**src/rtl/load_store_unit.sv**
```systemverilog
// Sub-word load/store sequencer in front of a word-wide data memory (byte/half via read-modify-write).
// Optional macro LSU_MISALIGN_TRAP_EN: misaligned H/W commands complete at once with err instead of truncating.
module load_store_unit #(
   parameter int unsigned N     = 32,
   parameter int unsigned ADR_W = 32
) (
   input  logic             clk,
   input  logic             rst_n,
   input  logic             cmdValid,
   input  logic             cmdStore,
   input  logic [2:0]       cmdFunct3,
   input  logic [ADR_W-1:0] cmdAdr,
   input  logic [N-1:0]     cmdWData,
   output logic             busy,
   output logic             done,
   output logic             err,
   output logic [N-1:0]     loadData,
   output logic [ADR_W-1:0] memAdr,
   output logic [N-1:0]     memWData,
   output logic             memWrite,
   input  logic [N-1:0]     memRData
);
   localparam logic [1:0]  SZ_B = 2'b00;
   localparam logic [1:0]  SZ_H = 2'b01;
   localparam int unsigned SH_W = 5;

   typedef enum logic [1:0] {IDLE, READ, WRITE, DONE} state_t;
   state_t state, stateNext;

   logic             isStore;
   logic [2:0]       funct3;
   logic [1:0]       offset;
   logic [N-1:0]     wData;
   logic             accept, cmdMisalign;
   logic             busyNext, doneNext, errNext, memWriteNext;
   logic [ADR_W-1:0] memAdrNext;
   logic [N-1:0]     memWDataNext, loadDataNext;
   logic [SH_W-1:0]  laneShift;
   logic [N-1:0]     laneMask, rShifted, merged, extended;

`ifdef LSU_MISALIGN_TRAP_EN
   always_comb begin
      cmdMisalign = 1'b0;
      if (cmdFunct3[1:0] == SZ_H)
         cmdMisalign = cmdAdr[0];
      else if (cmdFunct3[1:0] != SZ_B)
         cmdMisalign = |cmdAdr[1:0];
   end
`else
   assign cmdMisalign = 1'b0;
`endif

   // Lane select/merge/extend from the latched command; halves use offset[1] only.
   always_comb begin
      if (funct3[1:0] == SZ_B) begin
         laneShift = {offset, 3'b000};
         laneMask  = N'(8'hFF) << laneShift;
      end else begin
         laneShift = {offset[1], 4'b0000};
         laneMask  = N'(16'hFFFF) << laneShift;
      end
      rShifted = memRData >> laneShift;
      merged   = (memRData & ~laneMask) | ((wData << laneShift) & laneMask);
      case (funct3[1:0])
         SZ_B:    extended = funct3[2] ? N'(rShifted[7:0])
                                       : {{(N-8){rShifted[7]}}, rShifted[7:0]};
         SZ_H:    extended = funct3[2] ? N'(rShifted[15:0])
                                       : {{(N-16){rShifted[15]}}, rShifted[15:0]};
         default: extended = memRData;
      endcase
   end

   always_comb begin
      stateNext    = state;
      accept       = 1'b0;
      errNext      = 1'b0;
      memAdrNext   = memAdr;
      memWDataNext = memWData;
      loadDataNext = loadData;
      case (state)
         IDLE: begin
            if (cmdValid) begin
               accept = 1'b1;
               if (cmdMisalign) begin
                  stateNext = DONE;
                  errNext   = 1'b1;
               end else begin
                  memAdrNext = {cmdAdr[ADR_W-1:2], 2'b00};
                  if (cmdStore && cmdFunct3[1:0] != SZ_B && cmdFunct3[1:0] != SZ_H) begin
                     stateNext    = WRITE;
                     memWDataNext = cmdWData;
                  end else begin
                     stateNext = READ;
                  end
               end
            end
         end
         READ: begin
            if (isStore) begin
               stateNext    = WRITE;
               memWDataNext = merged;
            end else begin
               stateNext    = DONE;
               loadDataNext = extended;
            end
         end
         WRITE:   stateNext = DONE;
         DONE:    stateNext = IDLE;
         default: stateNext = IDLE;
      endcase
      busyNext     = (stateNext != IDLE);
      doneNext     = (stateNext == DONE);
      memWriteNext = (stateNext == WRITE);
   end

   always_ff @(posedge clk or negedge rst_n) begin
      if (!rst_n) begin
         state    <= IDLE;
         busy     <= 1'b0;
         done     <= 1'b0;
         err      <= 1'b0;
         memWrite <= 1'b0;
         loadData <= '0;
         memAdr   <= '0;
         memWData <= '0;
         isStore  <= 1'b0;
         funct3   <= '0;
         offset   <= '0;
         wData    <= '0;
      end else begin
         state    <= stateNext;
         busy     <= busyNext;
         done     <= doneNext;
         err      <= errNext;
         memWrite <= memWriteNext;
         loadData <= loadDataNext;
         memAdr   <= memAdrNext;
         memWData <= memWDataNext;
         if (accept) begin
            isStore <= cmdStore;
            funct3  <= cmdFunct3;
            offset  <= cmdAdr[1:0];
            wData   <= cmdWData;
         end
      end
   end
endmodule

```
**config.mk**
```make
export PLATFORM = sky130hd
export DESIGN_NAME = load_store_unit
export DESIGN_NICKNAME = d
export VERILOG_FILES = /design/src/rtl/load_store_unit.sv
export SDC_FILE = /design/constraint.sdc
export NUM_CORES = 1
export LEC_CHECK = 0
export BUFFER_PORTS_ARGS = -buffer_cell sky130_fd_sc_hd__buf_2
export CAP_MARGIN = 20
export CORE_MARGIN = 2
export CORE_UTILIZATION = 45
export DETAILED_ROUTE_END_ITERATION = 12
export PLACE_DENSITY = 0.76
export SYNTH_ARGS = -nofsm -noshare
export SYNTH_HDL_FRONTEND = slang
export SYNTH_SLANG_ARGS = --single-unit
```
**constraint.sdc**
```tcl
create_clock -name clk -period 2.27 [get_ports clk]
set_input_delay 0.454 -clock clk [delete_from_list [all_inputs] [get_ports clk]]
set_output_delay 0.454 -clock clk [all_outputs]
set_load 0.02 [all_outputs]
```
==> qor.yml <==
route:
  remaining_drc_errors: 0
  vias: 5434
  drtAntennaViolNets: 0
  vias_per_cell: 5.61
  drtIter0Drc: 457
  firstDrtPassIters: 5
  drt-wirelength-per-cell_um: 18.5
  routed_wl_um: 17900
synth:
  yosys.area.top_type: "dfrtp_1"
  yosys.area_share.simple_pct: 10.8
  synth_top_area_share_pct: 51.2
  synth_top_family_by_area: "compound AO/OA/AOI/OAI gates"
  syn_area_mm2: 0.00591
  postSynth.asyncResetShare_pct: 100
  synth_seq_cells: 121
  avgSynthCellArea_um2: 9.97
  syn_inst: 593
  synth-edff-count: 0
  synth_xor_xnor_area_share_pct: 0
  synth_seq_area_share_pct: 51.2
  synthTopCellsByArea: "dfrtp_1 (51%), mux2_2 (11%), a21oi_1 (6.9%)"
  synth.yosys.warnings: 0
  synth-compound-area-share_pct: 20.8
  synthMuxAreaShare_pct: 12.0
  synthFlopType: "dfrtp_1"
  synth_cell_types: 41
  synthAdderAreaFrac_pct: 0.846
power_and_ir_drop:
  combPwrFrac_pct: 49.4
  power_density_mw_per_mm2: 1690
  peakVddDrop_uv: 924
  p_sw_share_pct: 43.0
  p_clk_share_pct: 20.4
  switchingPower_w: 0.00560
  seq_power_share_pct: 30.2
  cellInternalPower_w: 0.00742
  p_leak_nw: 3.63
layout:
  final_nets: 891
  final_util_pct: 60.7
  antenna_cells: 0
  layout-drive-gt1-share_pct: 40.0
  area_growth_syn_to_layout_pct: 30.5
  fill_cells: 1099
  fin_area_mm2: 0.00772
die:
  initial_core_util_pct: 46.5
  dieWidth_um: 119
  rows: 41
  die_y_um: 119
  die-area_mm2: 0.0141
  core_area_mm2: 0.0127
  ios: 203
min_path:
  min_to: "memAdr[9]"
  hold_path_depth: 2
  hp-class: "in -> reg"
  holdCritStartpoint: "cmdAdr[9]"
run:
  maxCapViolCount: 0
critical_path:
  cp-end-kind: "register"
  timing.rr.start: "funct3[1]"
  rr_worst_depth: 5
  crit_type: "reg -> reg"
  path_cells: "or3b_1, mux4_2, a32oi_4, buf_12, a21oi_1"
  arrival_ns: 2.35
  reg2reg_slack_ns: 0.22
  cpLargestDelayFamily: "multiplexers"
  worstPathMaxFanout: 16
  worstPathRequired_ns: 2.56
  slowest_delay_ns: 0.58
  critPathBufInv: 1
  startpoint: "funct3[1]"
  critPathSlowestCell: "mux4_2"
  start_kind: "register"
  timing.rr.end: "loadData[20]"
placed_design:
  placed_cell_area_mm2: 0.00709
  dp_hpwl_um: 13100
  place.port_buffers: 199
  place.gp.congestion: 0.908
  place_ws_ns: 0.0861
global_routing:
  grt_max_degree: 53
  grt_overflow_total: 0
  grtUsageTotal_pct: 25.9
  grt_pass1_wl_um: 28400
  antenna_found_initial: 3
  grt_pass1_vias: 5513
sta:
  hold_viol: 0
  fin_crit_sh_pct: 90.5
  maxSlewViolCount: 0
  slew_headroom_pct: 59.4
  worst_pin_slew_ns: 0.609
  max_freq_mhz: 487
  skew_ns: 0.00634
  rsz0062_at_grt: "false"
  setup_viol: 0
  setup_tns_ns: 0
  fin_ws_ns: 0.216
  fin_crit_ns: 2.05
clock_tree:
  cts_tree: "built"
  clkTransAtPathRegs_ns: 0.05
  h-tree-depth: 4
  clock_path_buffers: 2
  worstSkewPairLatency_ns: 0.42
  numClockSinks: 121
  numCtsBuffers: 17
  root_buffer: "clkbuf_16"
status:
  status: "finished clean"
## metal layers
layer | vias to the layer above | share of wire [%] | global-route usage [%]
met1 | 2591 | 40 | 31.1
met3 | 48 | 10 | 9.70
met4 | 4 | 3.1 | 11.1
li1 | 2484 | - | -
met5 | - | 0.15 | 0
met2 | 307 | 47 | 41.6
## worst reg2reg max path, stage by stage (launching register included)
cell     delay (ns)
dfrtp_1        0.40
or3b_1         0.43
mux4_2         0.58
a32oi_4        0.26
buf_12         0.17
a21oi_1        0.09
## per-stage QoR
step,instances,total power [W],hold slack [ns]
after floorplan,595,0.00823,0.158
after global placement,935,0.0100,0.402
after detailed placement,935,0.0103,0.408
after CTS,968,0.0130,0.253
after global routing,969,0.0139,0.255
final,969,0.0130,0.268
## registers in the layout (all words and copies together) (netlist names), 2 cells and up
| register | cells |
|---|---|
| offset | 2 |
| loadData | 32 |
| memAdr | 30 |
| memWData | 32 |
| state | 2 |
| funct3 | 3 |
| wData | 16 |
## cell families (layout without fill, tap and decap cells)
kind of cell,count (synthesis),after routing
AND/OR/NAND/NOR,139,139
flip-flops,121,121
AO/OA/AOI/OAI,207,207
multiplexers,62,62
buffers and inverters,59,261
other,1,3
adder cells (fa/ha/maj),4,4
## cell type report
| cell class | count | area (um2) | area share [%] |
|---|---|---|---|
| Clock inverter | 12 | 124 | 1.61 |
| Inverter | 9 | 33.8 | 0.438 |
| Clock buffer | 20 | 467 | 6.05 |
| Multi-Input combinational cell | 415 | 2650 | 34.4 |
| Sequential cell | 121 | 3030 | 39.2 |
| Timing Repair Buffer | 220 | 1200 | 15.5 |
| Tap cell | 172 | 215 | 2.79 |
## Yosys cell counts (2+ instances only)
library cell	number
nor3_1	2
o21a_1	8
nand2b_1	17
a32o_1	7
a21oi_1	81
dfrtp_1	121
nand3_1	8
buf_4	3
a2bb2oi_1	7
mux2_2	60
o211ai_1	8
o22ai_1	7
buf_1	6
buf_6	3
o21ai_0	65
nand2_1	43
a211oi_1	8
o21bai_1	8
a21o_1	2
ha_1	4
nor2_1	46
and3_1	17
inv_1	8
clkbuf_1	37
## power by group through the flow
stage          sequential, W  combinational, W  clock, W
2_1_floorplan        0.00488           0.00335         0
3_3_place_gp         0.00388           0.00613         0
3_5_place_dp         0.00393           0.00634         0
4_1_cts              0.00392           0.00638   0.00270
5_1_grt              0.00406           0.00701   0.00281
6_report             0.00393           0.00643   0.00266
## layout by cell type, fill, tap and decap left out, types with 17 or more instances in the layout
master | synthesis | final
clkbuf_16 | 0 | 17
buf_4 | 3 | 18
nor2_1 | 46 | 46
nand2b_1 | 17 | 17
and3_1 | 17 | 17
buf_2 | 1 | 198
mux2_2 | 60 | 60
o21ai_0 | 65 | 65
nand2_1 | 43 | 42
dfrtp_1 | 121 | 121
a21oi_1 | 81 | 80
## worst max path at each step
stage                    to  slack (ns)  depth (start not counted)
3_3_place_gp   loadData[16]        0.20                          4
3_5_place_dp   loadData[19]        0.09                          4
4_1_cts        loadData[20]        0.05                          4
5_1_grt         loadData[0]        0.15                          5
2_1_floorplan  loadData[30]        0.15                          8
6_report       loadData[20]        0.22                          5
## what timing repair did
action / in CTS / in global routing
setup endpoints to repair: 0 / 34
setup buffers: 0 / 1
resized for setup: 0 / 1
hold endpoints to repair: 27 / 0
hold buffers: 1 / 0
No activity file was read; power rests on OpenSTA's default activity.
